### config.mk
export PLATFORM = sky130hd
export DESIGN_NAME = color_dwell_logger
export DESIGN_NICKNAME = d
export VERILOG_FILES = /design/src/rtl/color_dwell_logger.sv
export SDC_FILE = /design/constraint.sdc
export NUM_CORES = 1
export LEC_CHECK = 0
export ABC_AREA = 1
export CAP_MARGIN = 20
export CORE_ASPECT_RATIO = 0.75
export CORE_MARGIN = 2
export CORE_UTILIZATION = 35
export DETAILED_ROUTE_END_ITERATION = 8
export GPL_TIMING_DRIVEN = 0
export PLACE_DENSITY_LB_ADDON = 0.3
export SLEW_MARGIN = 20
export SYNTH_ARGS = -nofsm -noshare
export SYNTH_HDL_FRONTEND = slang
export SYNTH_SLANG_ARGS = --single-unit
export TNS_END_PERCENT = 30
### constraint.sdc
create_clock -name clk -period 3.25 [get_ports clk]
set_input_delay 0.65 -clock clk [delete_from_list [all_inputs] [get_ports clk]]
set_output_delay 0.65 -clock clk [all_outputs]
set_load 0.02 [all_outputs]
### src/rtl/color_dwell_logger.sv
// rtl/color_dwell_logger.sv - measures colour dwell lengths and queues one record per completed dwell
module color_dwell_logger #(
  parameter int DWELL_WIDTH = 8,
  parameter int DEPTH       = 4,
  parameter int DROP_WIDTH  = 4
) (
  input  logic                     clk,
  input  logic                     rst,
  input  logic [1:0]               color,
  output logic                     rec_valid,
  input  logic                     rec_ready,
  output logic                     rec_color,
  output logic [DWELL_WIDTH-1:0]   rec_dwell,
  output logic                     rec_err,
  output logic [$clog2(DEPTH):0]   level,
  output logic [DROP_WIDTH-1:0]    drop_cnt
);

  localparam int AW = $clog2(DEPTH);
  localparam logic [AW:0] FULL_LVL = (AW+1)'(DEPTH);

  typedef enum logic [1:0] {IDLE, TRACK, FAULT} state_t;

  state_t                 state, state_d;
  logic                   cur, cur_d;
  logic [DWELL_WIDTH-1:0] dwell, dwell_d;
  logic                   code_ok, code_red;
  logic                   push, push_err;

  assign code_ok  = (color == 2'h1) || (color == 2'h2);
  assign code_red = (color == 2'h2);

  always_comb begin
    state_d  = state;
    cur_d    = cur;
    dwell_d  = dwell;
    push     = 1'b0;
    push_err = 1'b0;
    case (state)
      IDLE, FAULT: begin
        if (code_ok) begin
          state_d = TRACK;
          cur_d   = code_red;
          dwell_d = DWELL_WIDTH'(1);
        end
      end
      TRACK: begin
        if (!code_ok) begin
          push     = 1'b1;
          push_err = 1'b1;
          state_d  = FAULT;
        end else if (code_red == cur) begin
          if (dwell != '1) dwell_d = dwell + DWELL_WIDTH'(1);
        end else begin
          push    = 1'b1;
          cur_d   = code_red;
          dwell_d = DWELL_WIDTH'(1);
        end
      end
      default: state_d = IDLE;
    endcase
  end

  // Record FIFO; the pushed record is the dwell that just ended (cur/dwell before update)
  logic                   mem_color [DEPTH];
  logic [DWELL_WIDTH-1:0] mem_dwell [DEPTH];
  logic                   mem_err   [DEPTH];
  logic [AW-1:0]          wr_ptr, rd_ptr;
  logic [AW:0]            count;
  logic                   pop, full, wr_en, drop;

  assign pop   = rec_valid && rec_ready;
  assign full  = (count == FULL_LVL);
  assign wr_en = push && (!full || pop);
  assign drop  = push && full && !pop;

  always_ff @(posedge clk) begin
    if (rst) begin
      state    <= IDLE;
      cur      <= 1'b0;
      dwell    <= '0;
      wr_ptr   <= '0;
      rd_ptr   <= '0;
      count    <= '0;
      drop_cnt <= '0;
    end else begin
      state <= state_d;
      cur   <= cur_d;
      dwell <= dwell_d;
      if (wr_en) wr_ptr <= wr_ptr + AW'(1);
      if (pop)   rd_ptr <= rd_ptr + AW'(1);
      if (wr_en && !pop)      count <= count + (AW+1)'(1);
      else if (!wr_en && pop) count <= count - (AW+1)'(1);
      if (drop && drop_cnt != '1) drop_cnt <= drop_cnt + DROP_WIDTH'(1);
    end
  end

  always_ff @(posedge clk) begin
    if (!rst && wr_en) begin
      mem_color[wr_ptr] <= cur;
      mem_dwell[wr_ptr] <= dwell;
      mem_err[wr_ptr]   <= push_err;
    end
  end

  assign rec_valid = (count != '0);
  assign level     = count;
  assign rec_color = rec_valid ? mem_color[rd_ptr] : 1'b0;
  assign rec_dwell = rec_valid ? mem_dwell[rd_ptr] : '0;
  assign rec_err   = rec_valid ? mem_err[rd_ptr]   : 1'b0;

endmodule

* Word-level counts from Yosys, hierarchy flattened *
Memories as Yosys holds them, arrays and structs flattened. A register that Yosys moved wholly into a read port is not among the register bits.
Cells that the tools add are included.

storage, ports and cells
  output and inout port bits = 18
  bits in writable memories = 40
  register bits = 22
  memories = 3

memories
  memory     depth  bits a word  read ports  clocked after memory_dff  wr ports  line  text
  mem_dwell  4      8            1           1                         1         66    logic [DWELL_WIDTH-1:0] mem_dwell [DEPTH];
  mem_color  4      1            1           1                         1         65    logic mem_color [DEPTH];
  mem_err    4      1            1           1                         1         67    logic mem_err [DEPTH];

cells by class
  reduce and logical (&&, ||, !) cells = 22
  muxes and demuxes = 30
  equality and inequality tests = 13
  $add $sub $neg = 6

operator list
  cell                                                                number
  8-bit 2-to-1 mux                                                    5
  2-bit 2-to-1 mux                                                    8
  8-bit one-hot mux with 2 select lines                               1
  1-bit 2-to-1 mux                                                    12
  8-bit by 1-bit adder with 8-bit output, second input constant       1
  1-bit logical AND                                                   8
  2-bit != test, second input constant                                4
  8-bit != test, second input constant                                1
  4-bit AND reduction                                                 2
  3-bit 2-to-1 mux                                                    2
  2-bit by 1-bit adder with 2-bit output, second input constant       2
  4-bit by 1-bit adder with 4-bit output, second input constant       1
  2-bit by 1-bit == test with 1-bit output, second input constant     2
  2-bit == test, second input constant                                2
  1-bit logical NOT                                                   4
  4-bit != test, second input constant                                1
  2-bit one-hot mux with 2 select lines                               1
  2-bit nonzero test                                                  2
  3-bit by 1-bit adder with 3-bit output, second input constant       1
  3-bit == test, second input constant                                1
  3-bit != test, second input constant                                1
  3-bit nonzero test                                                  1
  3-bit by 1-bit subtractor with 3-bit output, second input constant  1
  2-bit logical NOT                                                   1
  other kinds (5)                                                     6

* Longest topological paths before layout *
Gate-level depths: netlist (run 1).

  depth after elaboration = 10
  gate-level depth with buffers = 15
  depth with buffers taken out = 15

* Worst setup path after synthesis (run 1) *
OpenSTA, ideal clock, no wires.

  path type = input to register
  start = input color[0]
  end = register count[2], in the netlist level[2]
  arrival = 2434 ps
  slack = 694 ps
  library setup time = 122 ps
  data required time = 3128 ps
  cell stages on the path = 13
  cell sequence = inv_1 > ha_1 > inv_1 > a21oi_4 > nand2_4 > clkinv_2 > ha_1 > inv_1 > fa_1 > a21oi_1 > o21ai_0 > o21ai_0 > a21oi_1

between the ends
  word-level cells in the longest chain between the ends = 9

ends and longest elaborated chain
  item                          line    text
  start: declaration            9       input logic [1:0] color,
  2-bit == test                 30, 31
  1-bit == test                 52      end else if (code_red == cur) begin
  1-bit 2-to-1 mux              52
  1-bit 2-to-1 mux *            48      if (!code_ok) begin
  1-bit 2-to-1 mux *            39      case (state)
  1-bit logical AND *           74      assign wr_en = push && (!full || pop);
  1-bit logical NOT             93      else if (!wr_en && pop) count <= count - (AW+1)'(1);
  1-bit logical AND             93
  2-bit nonzero test (no line)  --
  end signal: assignment        92      if (wr_en && !pop) count <= count + (AW+1)'(1);
  end signal: assignment        93
  end: declaration              69      logic [AW:0] count;

Mark *: on every way between the ends. The rest lies on a longest branch, timed or not.
A chain may end at the register's enable or synchronous reset.

* Worst setup path in the final report (run 1) *
Same ends and word-level chain as after synthesis.

==> results of run 1 <==
## worst min-delay path by stage
| stage | startpoint | slack, ns | end | cells after the start |
|---|---|---|---|---|
| 2_1_floorplan | rd_ptr[1] | 0.44 | flop | 2 |
| 3_3_place_gp | rd_ptr[0] | 0.45 | rd_ptr[0] | 1 |
| 3_5_place_dp | rd_ptr[0] | 0.47 | rd_ptr[0] | 1 |
| 4_1_cts | rd_ptr[1] | 0.48 | flop | 2 |
| 5_1_grt | rd_ptr[1] | 0.50 | rd_ptr[1] | 2 |
| 6_report | rd_ptr[1] | 0.47 | flop | 2 |
## cell families (layout without fill, tap and decap cells)
logic type | count (synthesis) | in the layout | synth area share
AOI/OAI and AO/OA | 58 | 58 | 0.1057
and+or+nand+nor | 133 | 133 | 0.2143
adders and majority gates | 9 | 9 | 0.04058
xor gates and xnor gates | 2 | 2 | 0.005918
DFF | 64 | 64 | 0.5680
buffers and inverters | 49 | 86 | 0.06551
## critical path, stage by stage
cell             delay, ns
clkdlybuf4s50_1       0.45
inv_1                 0.04
ha_1                  0.34
inv_1                 0.11
a21oi_4               0.25
nand2_4               0.10
clkinv_2              0.08
ha_1                  0.13
inv_1                 0.06
fa_1                  0.37
a21oi_1               0.14
o21ai_0               0.11
o21ai_0               0.16
a21oi_1               0.05
## routing by layer
layer,up-vias,routed length [um],GRT usage,part of all wire
li1,1107,-,-,-
met1,954,2655,0.1826,0.46
met2,53,2634,0.2030,0.46
met3,4,441,0.06011,0.076
met4,0,40,0.04545,0.0069
met5,-,0,0,0
## power groups by stage
| stage | Clock, mW | Combinational [mW] | Sequential [mW] |
|---|---|---|---|
| 4_1_cts | 1.06 | 0.820 | 0.966 |
| 5_1_grt | 1.10 | 0.902 | 0.975 |
| 6_report | 1.03 | 0.812 | 0.965 |
| 3_3_place_gp | 0 | 0.810 | 0.980 |
| 3_5_place_dp | 0 | 0.817 | 0.983 |
| 2_1_floorplan | 0 | 0.475 | 0.992 |
## per-stage QoR
| step | worst slack, ns | hold slack [ns] |
|---|---|---|
| floorplan | 0.6938 | 0.4419 |
| CTS | 0.4065 | 0.4769 |
| global route | 0.2160 | 0.4990 |
| detailed placement | 0.05632 | 0.4654 |
| finish | 0.4196 | 0.4705 |
| global placement | 0.09506 | 0.4532 |
## layout make-up
| type | count | share of cell area |
|---|---|---|
| Sequential cell | 64 | 0.4626 |
| Multi-Input combinational cell | 202 | 0.2985 |
| Clock buffer | 9 | 0.06196 |
| Timing Repair Buffer | 21 | 0.05783 |
| Inverter | 40 | 0.04165 |
| Tap cell | 108 | 0.03718 |
| Clock inverter | 7 | 0.02857 |
| Buffer | 9 | 0.01170 |
## state kept, by name, indices dropped and copies added (netlist names), 2 cells and up, named ones only
name / flops
mem_color: 4
dwell: 8
mem_err: 4
rd_ptr: 2
level: 3
drop_cnt: 4
wr_ptr: 2
state: 2
mem_dwell: 32
## layout by cell type (no fill, tap or decap), types with 2 or more instances in the layout
master / synthesis / layout
a21oi_1: 24 / 24
buf_2: 4 / 4
inv_2: 3 / 3
ha_1: 8 / 8
bufinv_16: 0 / 2
nand4_1: 2 / 2
nand3_1: 15 / 15
clkinv_4: 0 / 4
nor2_1: 56 / 56
clkbuf_1: 4 / 4
nand2_1: 37 / 37
o21ai_0: 28 / 28
inv_1: 35 / 35
nand2_2: 4 / 4
clkdlybuf4s50_1: 0 / 21
clkbuf_16: 0 / 9
nor2_4: 3 / 3
dfxtp_1: 24 / 24
o21ai_1: 2 / 2
nor2_2: 6 / 6
edfxtp_1: 40 / 40
nand2_4: 4 / 4
==> flow_summary_export.csv, run 1 <==
group,metric,value,unit
final_layout,num-fill-cells,820,
worst_setup_path,regToRegEndpoint,"level[2]",
power,swShare,0.3179,
floorplanning,die_w,110.2,um
floorplanning,ios,23,
final_layout,drive_gt1_frac,0.1335,
clock_tree,post_cts.resized_instances,0,
floorplanning,die-area,0.009217,sq mm
route,via_count,2118,
logic_synthesis,yosys.area.top_type,"edfxtp_1",
clock_tree,cts_max_path_buffers,2,
logic_synthesis,avgSynthCellArea,9.398,sq um
route,drt-initial-drc-count,93,
logic_synthesis,ys_ff_latch,64,
logic_synthesis,synth_ff_type,"edfxtp_1",
timing,hold_viol,0,
final_layout,multiInputGateArea,0.001085,sq mm
timing,slew_violations,0,
final_layout,final_cells,460,
clock_tree,path_clk_slew,0.06,ns
job,cap_violations,0,
placement,portBuffers,21,
placement,dpl_cell_area,0.003306,sq mm
logic_synthesis,synth_top_area_frac,0.4057,
worst_setup_path,crit_end,"level[2]",
worst_setup_path,critPathMaxFanout,6,
logic_synthesis,synth.area.top_cells,"edfxtp_1, dfxtp_1, nor2_1",
power,clockPowerShare,0.368,
logic_synthesis,ys_seq_area_frac,0.5680,
logic_synthesis,syn_inst,315,
timing,relSlewSlack,0.5940,
grt,grt_start_max_net_pins,14,
timing,setup-violations-final,0,
route,wire_per_inst,12.55,um
route,via_per_inst,4.604,
power,p_leak,1.415,nW
floorplanning,core,0.008346,sq mm
clock_tree,post_cts_buffers,0,
clock_tree,clkSinkCount,64,
worst_setup_path,crit_type,"in -> reg",
final_layout,final_util,0.4355,
worst_setup_path,cp-startpoint,"color[0]",
timing,min_period,2.830,ns
logic_synthesis,synthTopCellsByCount,"nor2_1, edfxtp_1, nand2_1",
grt,grt_pass1_vias,1952,
clock_tree,cts_root_buf,"clkbuf_16",
power,report.power.total,2.811,mW
worst_setup_path,reg2reg_slack,0.98,ns
power,seqPwrFrac,0.343,
timing,fmax,353.3,MHz
timing,tns,0,ns
clock_tree,cts_hold_buf,0,
worst_setup_path,start_kind,"input pin",
clock_tree,cts_buffers,9,
route,postRouteAntennaNets,0,
grt,grt_pass1_wl,9453,um
power,irDropWorstVdd,0.0004704,V
logic_synthesis,yosysMostFrequentCell,"nor2_1",
worst_setup_path,rr_worst_depth,13,
grt,antenna_found_initial,0,
logic_synthesis,async_flop_share,0,
power,p_int,1.918,mW
floorplanning,die_h,83.65,um
logic_synthesis,synth_edf_count,40,
final_layout,design_area,0.003635,sq mm
floorplanning,num_rows,29,
logic_synthesis,synth_nets,329,
clock_tree,htree_levels,3,
placement,post-dp-hpwl,3865,um
power,switching_power,0.8937,mW
route,first_pass_iters,4,
logic_synthesis,syn_area,0.002960,sq mm
route,routed_wl,5772,um
power,power_density,773.5,mW/mm^2
worst_setup_path,cp.arrival,3.05,ns
worst_setup_path,reg2reg_from,"cur",
floorplanning,initial_core_util,0.3547,
timing,finalClockSkew,0.008880,ns
grt,track_usage,0.1383,
placement,place.gp.congestion,0.8070,
final_layout,syn_to_final_growth,22.78,%
clock_tree,clock_latency,0.33,ns
timing,fin_crit_sh,0.8709,
grt,overflow,0,
final_layout,final_nets,361,
final_layout,antennaDiodeCount,0,
final_layout,ff_latch_area,0.001682,sq mm
clock_tree,tritoncts,"done",
hold_path,hp-class,"reg -> reg",
route,drc,0,
power,p_comb_frac,0.289,
logic_synthesis,ys_types,34,
worst_setup_path,required,3.47,ns
outcome,status,"completed",
logic_synthesis,synth_warnings,0,
timing,tightest_slew,0.6084,ns
timing,rsz0062_at_grt,"false",
placement,post-place-cells,444,
worst_setup_path,crit_path_end_kind,"flop",
Note: power is estimated with default switching activity, not from simulation.
==> run 2: changes to the inputs <==
--- a/config.mk
+++ b/config.mk
@@ -12,6 +12,7 @@
 export CORE_UTILIZATION = 35
 export DETAILED_ROUTE_END_ITERATION = 8
 export GPL_TIMING_DRIVEN = 0
+export MAX_ROUTING_LAYER = met4
 export PLACE_DENSITY_LB_ADDON = 0.3
 export SLEW_MARGIN = 20
 export SYNTH_ARGS = -nofsm -noshare
==> run 2 against run 1 <==
  * Register-to-register slack hardly changed
  * Setup slack worse by 0.0033 ns
  * Clock power hardly changed
  * Flip-flop and latch count stayed put
  * Non-clock buffer count stayed put
  * Cell count stayed put
  * Hold slack worse by 0.00058 ns
==> flow_summary_export.csv, run 2 (same netlist as run 1, synthesis figures left out) <==
group,metric,value,unit
grt,overflow,0,
route,via_count,2110,
worst_setup_path,crit_buf_inv,5,
final_layout,largest_reg_flops,32,
worst_setup_path,required,3.47,ns
grt,track_usage,0.1423,
timing,tightest_slew,0.6084,ns
timing,rsz0062_at_grt,"false",
worst_setup_path,cpPeakStageDelay,0.45,ns
clock_tree,cts_hold_buf,0,
placement,portBuffers,21,
final_layout,design_area,0.003635,sq mm
worst_setup_path,cp.arrival,3.05,ns
clock_tree,htree_levels,3,
grt,grt_start_max_net_pins,14,
placement,post-dp-hpwl,3865,um
floorplanning,die_w,110.2,um
timing,finalClockSkew,0.007710,ns
final_layout,num-fill-cells,820,
timing,fmax,352.9,MHz
route,routed_wl,5811,um
grt,grt_pass1_vias,1946,
route,via_per_inst,4.587,
final_layout,final_nets,361,
final_layout,top_regs,"mem_dwell: 32 flops, dwell: 8 flops",
hold_path,min_from,"rd_ptr[1]",
power,irDropWorstVdd,0.0004703,V
final_layout,multiInputGateArea,0.001085,sq mm
final_layout,syn_to_final_growth,22.78,%
worst_setup_path,crit_path_end_kind,"flop",
timing,min_period,2.834,ns
worst_setup_path,crit_type,"in -> reg",
worst_setup_path,crit_top_cell,"inv_1",
timing,hold_viol,0,
floorplanning,die-area,0.009217,sq mm
timing,slew_violations,0,
job,cap_violations,0,
final_layout,ff_latch_area,0.001682,sq mm
floorplanning,core,0.008346,sq mm
floorplanning,die_h,83.65,um
route,drc,0,
power,p_int,1.918,mW
worst_setup_path,cp_top_family,"adder cells",
clock_tree,cts_root_buf,"clkbuf_16",
worst_setup_path,cp-startpoint,"color[0]",
worst_setup_path,crit_chain,"clkdlybuf4s50_1, inv_1, ha_1, inv_1, a21oi_4, nand2_4, clkinv_2, ha_1, inv_1, fa_1, a21oi_1, o21ai_0, o21ai_0, a21oi_1",
timing,setup-violations-final,0,
final_layout,layout_common_cells,"nor2_1, edfxtp_1, nand2_1",
worst_setup_path,start_kind,"input pin",
power,p_comb_frac,0.289,
grt,grt_pass1_wl,9459,um
power,swShare,0.3186,
route,postRouteAntennaNets,0,
clock_tree,post_cts.resized_instances,0,
timing,fin_crit_sh,0.8719,
power,p_leak,1.415,nW
final_layout,drive_gt1_frac,0.1335,
clock_tree,clock_latency,0.33,ns
worst_setup_path,critPathMaxFanout,6,
placement,dpl_cell_area,0.003306,sq mm
route,drt-initial-drc-count,106,
outcome,status,"completed",
power,seqPwrFrac,0.343,
timing,tns,0,ns
power,power_density,774.2,mW/mm^2
power,switching_power,0.8965,mW
power,clockPowerShare,0.368,
floorplanning,ios,23,
clock_tree,cts_buffers,9,
final_layout,final_common_cell,"nor2_1",
worst_setup_path,reg2reg_from,"cur",
final_layout,top_register,"mem_dwell",
grt,antenna_found_initial,0,
timing,relSlewSlack,0.5940,
placement,place.gp.congestion,0.8188,
clock_tree,tritoncts,"done",
floorplanning,num_rows,29,
route,wire_per_inst,12.63,um
final_layout,antennaDiodeCount,0,
worst_setup_path,crit_path_top_delay_cell,"clkdlybuf4s50_1",
hold_path,hp-class,"reg -> reg",
route,first_pass_iters,4,
clock_tree,clkSinkCount,64,
clock_tree,post_cts_buffers,0,
clock_tree,cts_max_path_buffers,2,
clock_tree,path_clk_slew,0.06,ns
floorplanning,initial_core_util,0.3547,
## run 2: power groups by stage
stage	Clock, mW	Combinational [mW]	Sequential (mW)
2_1_floorplan	0	0.475	0.992
3_3_place_gp	0	0.810	0.980
3_5_place_dp	0	0.817	0.983
4_1_cts	1.06	0.820	0.966
5_1_grt	1.10	0.902	0.976
6_report	1.04	0.812	0.966
## run 2: per-stage QoR
step / instances / util / hold slack, ns / total power, mW / setup WS, ns
finish: 460 / 0.4355 / 0.4700 / 2.814 / 0.4163
global route: 460 / 0.4355 / 0.4990 / 2.974 / 0.2161
CTS: 460 / 0.4355 / 0.4769 / 2.848 / 0.4065
detailed placement: 444 / 0.3961 / 0.4654 / 1.800 / 0.05632
global placement: 444 / 0.3961 / 0.4532 / 1.790 / 0.09506
floorplan: 315 / - / 0.4419 / 1.468 / 0.6938
## run 2: worst paths after layout
| kind | end | slack (ns) | cells after the start |
|---|---|---|---|
| worst max register to register | level[2] | 0.97 | 13 |
| worst min register to register | flop | 0.47 | 2 |
| worst max-delay path | level[2] | 0.42 | 14 |
| worst min-delay path | flop | 0.47 | 2 |
## run 2: per-layer routing
metal,vias up,share of wire,global-route usage
met3,4,0.071,0.05621
met5,-,0,-
met4,0,0.0086,0.04545
met1,954,0.47,0.1861
met2,47,0.45,0.2025
li1,1105,-,-
## run 2: worst reg2reg max path: cells and delay by family, from the launching register on
kind                       cells  cell delay [ns]
AOI/OAI and AO/OA              5             0.69
buffers and inverters          3             0.22
adders and majority gates      2             0.50
and+or+nand+nor                3             0.25
DFF                            1             0.51
## run 2: layout make-up
type                       instances  share of cell area
buffer                             9             0.01170
multi-input combinational        202              0.2985
inverter                          40             0.04165
tap                              108             0.03718
clock inverter                     7             0.02857
timing repair buffer              21             0.05783
sequential                        64              0.4626
clock buffer                       9             0.06196
==> run 3: changes to the inputs <==
--- a/config.mk
+++ b/config.mk
@@ -10,8 +10,10 @@
 export CORE_ASPECT_RATIO = 0.75
 export CORE_MARGIN = 2
 export CORE_UTILIZATION = 35
+export CTS_BUF_LIST = sky130_fd_sc_hd__clkbuf_4
 export DETAILED_ROUTE_END_ITERATION = 8
 export GPL_TIMING_DRIVEN = 0
+export HOLD_SLACK_MARGIN = 0.08
 export MAX_ROUTING_LAYER = met4
 export PLACE_DENSITY_LB_ADDON = 0.3
 export SLEW_MARGIN = 20
==> run 3 against run 2 <==
  * Global-route usage shrank 0.23 points
  * Clock power is 40% lower
  * Total power is 15% lower
  * Hold slack better by 0.011 ns
  * Highest routed layer unchanged
==> flow_summary_export.csv, run 3 (same netlist as run 1, synthesis figures left out) <==
group,metric,value,unit
clock_tree,clkSinkCount,64,
floorplanning,num_rows,29,
floorplanning,ios,23,
timing,rsz0062_at_grt,"false",
final_layout,final_cells,460,
timing,setup-violations-final,0,
worst_setup_path,crit_path_end_kind,"primary output",
timing,fmax,347.8,MHz
final_layout,multiInputGateArea,0.001085,sq mm
floorplanning,die_h,83.65,um
final_layout,top_regs,"mem_dwell: 32 flops, dwell: 8 flops",
route,via_per_inst,4.661,
worst_setup_path,reg2reg_from,"cur",
timing,relSlewSlack,0.5872,
route,drt-initial-drc-count,127,
final_layout,final_common_cell,"nor2_1",
worst_setup_path,crit_chain,"inv_1, clkbuf_1, o21ai_0, a21oi_1, clkdlybuf4s50_1",
placement,post-place-cells,444,
timing,tightest_slew,0.6185,ns
timing,slew_violations,0,
power,p_leak,1.346,nW
job,cap_violations,0,
timing,finalClockSkew,0.01685,ns
grt,antenna_found_initial,0,
worst_setup_path,start_kind,"flop",
timing,min_period,2.875,ns
timing,hold_ws,0.4808,ns
grt,overflow,0,
timing,setup_ws,0.3746,ns
final_layout,num-fill-cells,843,
clock_tree,htree_levels,3,
final_layout,syn_to_final_growth,17.46,%
grt,grt_pass1_wl,9356,um
route,routed_wl,5750,um
timing,tns,0,ns
grt,track_usage,0.1400,
route,via_count,2144,
final_layout,antennaDiodeCount,0,
route,postRouteAntennaNets,0,
clock_tree,cts_buffers,9,
clock_tree,cts_root_buf,"clkbuf_4",
worst_setup_path,cp_top_family,"buffers and inverters",
floorplanning,die_w,110.2,um
timing,fin_crit_sh,0.8847,
hold_path,min_from,"rd_ptr[1]",
placement,preCtsSetupSlack,0.05632,ns
hold_path,hp-class,"reg -> reg",
grt,grt_pass1_vias,1907,
placement,place.gp.congestion,0.8188,
floorplanning,core,0.008346,sq mm
clock_tree,clock_latency,0.41,ns
floorplanning,initial_core_util,0.3547,
floorplanning,die-area,0.009217,sq mm
power,irDropWorstVdd,0.0004539,V
route,first_pass_iters,4,
worst_setup_path,cp.arrival,2.23,ns
final_layout,layout_common_cells,"nor2_1, edfxtp_1, nand2_1",
final_layout,ff_latch_area,0.001682,sq mm
clock_tree,cts_hold_buf,0,
clock_tree,path_clk_slew,0.11,ns
clock_tree,post_cts.resized_instances,0,
worst_setup_path,cpPeakStageDelay,0.64,ns
clock_tree,post_cts_buffers,0,
worst_setup_path,critPathMaxFanout,10,
worst_setup_path,crit_path_top_delay_cell,"clkdlybuf4s50_1",
clock_tree,cts_max_path_buffers,2,
placement,post-dp-hpwl,3865,um
worst_setup_path,required,2.60,ns
worst_setup_path,crit_type,"reg -> out",
final_layout,top_register,"mem_dwell",
grt,grt_start_max_net_pins,14,
worst_setup_path,crit_buf_inv,3,
placement,portBuffers,21,
clock_tree,tritoncts,"done",
outcome,status,"completed",
timing,hold_viol,0,
final_layout,drive_gt1_frac,0.1335,
final_layout,final_nets,361,
power,power_density,691.7,mW/mm^2
route,drc,0,
final_layout,largest_reg_flops,32,
route,wire_per_inst,12.50,um
run 3: cell type report:
| cell class | count | area share |
|---|---|---|
| clock buffers | 9 | 0.01943 |
| multi-input cells | 202 | 0.3120 |
| inverters | 40 | 0.04354 |
| plain buffers | 9 | 0.01223 |
| well taps | 108 | 0.03886 |
| repair buffers | 21 | 0.06045 |
| clock inverters | 7 | 0.02987 |
| flip-flops and latches | 64 | 0.4836 |
run 3: tightest hold or removal path: stages (launching register included):
cell	delay [ns]
dfxtp_1	0.31
inv_1	0.06
a21oi_1	0.07
run 3: final timing paths:
kind	slack, ns	endpoint	cells past startpoint
max	0.37	rec_color	5
min	0.48	rd_ptr[1]	2
max reg2reg	0.99	level[2]	13
min reg2reg	0.48	rd_ptr[1]	2
run 3: power by group:
group / switching (mW) / internal [mW] / total (mW)
clock: 0.310 / 0.319 / 0.629
combinational: 0.486 / 0.327 / 0.813
sequential: 0.0521 / 0.911 / 0.963
total: 0.848 / 1.56 / 2.41
run 3: through the flow:
step / util / power [mW] / area [sq um]
2_1_floorplan: - / 1.468 / 2960
3_3_place_gp: 0.3961 / 1.790 / 3306
3_5_place_dp: 0.3961 / 1.800 / 3306
4_1_cts: 0.4166 / 2.432 / 3477
5_1_grt: 0.4166 / 2.565 / 3477
6_report: 0.4166 / 2.405 / 3477
run 3: metal layers:
metal | global-route usage | vias to the layer above | share of wire
met5 | - | - | 0
met1 | 0.1867 | 975 | 0.48
li1 | - | 1107 | -
met4 | 0.03523 | 0 | 0.0077
met3 | 0.05386 | 4 | 0.071
met2 | 0.2008 | 58 | 0.44
==> RTL edit: new RTL, flow settings as in run 2 <==
Make the reset (`rst`) asynchronous in one clocked block.
--- a/src/rtl/color_dwell_logger.sv
+++ b/src/rtl/color_dwell_logger.sv
@@ -75,5 +75,5 @@
   assign drop  = push && full && !pop;
 
-  always_ff @(posedge clk) begin
+  always_ff @(posedge clk or posedge rst) begin
     if (rst) begin
       state    <= IDLE;
Function: differs if rst is asserted again (counterexample within 4 cycles, from zero or initial values and one cycle with rst high); with rst held inactive, the same outputs for 10 cycles.
==> RTL edit against run 2 <==
- clock skew increased by 2.5 ps
- setup slack worse by 59 ps
- worst hold slack improved by 54 ps
- synthesized area is 3.1% lower
- utilization shrank 0.096 points
- global-route usage grew 0.94 points
- highest routed layer unchanged
- count of clock-buffer cells in the layout stayed put
- power increased by 4.5%
- register-to-register slack got worse by 100 ps
- cell area is 5.3% lower
- sequential cell count is 2 lower
- routed wire length decreased by 1.0%
==> RTL edit: results <==
[power]
vdd_drop_max_mv = 0.296
power_leakage_nw = 1.34

[setup_path]
cpMaxStageDelayCell = nor2_1
critPathArrivalTime_ps = 2850
crit_family = simple AND/OR/NAND/NOR gates
worst-path-max-fanout = 10
cp_slowest_stage_delay_ps = 820

[sta]
worst_pin_slew_ps = 1040
finClkSkew_ps = 10.2

[clock_network]
clockRootBuffer = clkbuf_8
clk_latency_ps = 340
cts_setup_buffers = 0
cts_max_path_buffers = 2
cts_resized = 0
cts_inserted_buffers = 9
htree_levels = 3
cts.clk_slew.worst_paths_ps = 70

[synth]
syn_area_per_cell_sq_um = 10.2
syn_nets = 294
ys_seq_area_share_pct = 61.1
synthArstFlopShare_pct = 35.5
synth_cell_types = 28
netlist_top_cells_area = edfxtp_1 (42%), dfrtp_1 (19%), nor2_1 (7.3%)
synth_edf_count = 40
synth_common_cells = nor2_1 (56), edfxtp_1 (40), nand2_1 (32)
ys.flop_type = edfxtp_1
synth-warning-count = 0

[global_route]
use_met1_pct = 19.5
antenna_found_initial = 0
grt_pass1_wl_mm = 9.56
use_met2_pct = 23.2
grt_util_met3_pct = 5.42
grt_start_max_net_pins = 24
track_usage_pct = 15.2
grt_pass1_vias = 1896

[layout]
nets = 327
drive_gt1_share_pct = 13.2
diodes = 0
biggestRegsByFlops = mem_dwell: 32 flops, dwell: 8 flops

[min_path]
holdCritPathClass = reg2reg

[drt]
vias_per_cell = 4.63
highest-signal-layer = met4
firstDrtPassIters = 4
wl_met3_um = 327
drt-initial-drc-count = 91
wl_met1_mm = 2.71
routed-wl-met2_mm = 2.68
wl_per_cell_um = 13.6
num_vias = 1960

[placed_design]
dp.cells = 407
dp_hpwl_mm = 3.89
pre_cts_slack_ps = -7.64
io_buffers = 22
place.gp.congestion = 0.755

[outcome]
status = completed
## RTL edit: cell count changes in the layout (fill, tap and decap cells not counted), moves of 5 or more
cell	before	now
dfrtp_1	0	22
nor2_2	6	0
dfxtp_1	24	0
inv_1	35	23
nand3_1	15	9
clkbuf_16	9	0
clkbuf_8	0	9
a21oi_1	24	14
nand2_1	37	32
## RTL edit: worst paths after layout
check	from	to	slack (ps)	cells past startpoint
setup / recovery	color[0]	mem_dwell[1][4]$_DFFE_PP_	360	12
hold / removal	drop_cnt[0]$_DFFE_PP0P_	drop_cnt[0]$_DFFE_PP0P_	520	1
setup reg to reg	cur$_DFFE_PP0P_	mem_dwell[1][4]$_DFFE_PP_	870	9
hold reg to reg	drop_cnt[0]$_DFFE_PP0P_	drop_cnt[0]$_DFFE_PP0P_	520	1
max in group asynchronous	rst	dwell[0]$_DFFE_PP0P_	1850	2
min in group asynchronous	rst	drop_cnt[3]$_DFFE_PP0P_	820	2
## RTL edit: area by class of cell
class,instances,area [sq um]
plain buffers,7,36.3
clock buffers,9,124
clock inverters,7,97.6
fillers,775,4480
inverters,30,113
multi-input cells,181,967
flip-flops and latches,62,1750
well taps,105,131
repair buffers,22,220
## RTL edit: power breakdown
group,internal [mW],switching (mW),total [mW]
clock,0.434,0.313,0.747
sequential,0.962,0.107,1.07
combinational,0.461,0.663,1.12
total,1.86,1.08,2.94
## RTL edit: cell families after synthesis
logic type      count (synthesis)  share of synthesized area [%]
compound gates                 49                           9.69
flops                          62                           61.1
simple gates                  116                           17.7
xor+xnor                        7                           2.14
buf+inv                        37                           5.19
fa+ha+maj                       9                           4.19
## RTL edit: through the flow
step / hold WS [ps] / instance area [sq um]
after global placement: 520 / 3220
final: 524 / 3440
after floorplan: 496 / 2870
after CTS: 532 / 3440
after detailed placement: 521 / 3220
after global routing: 545 / 3440
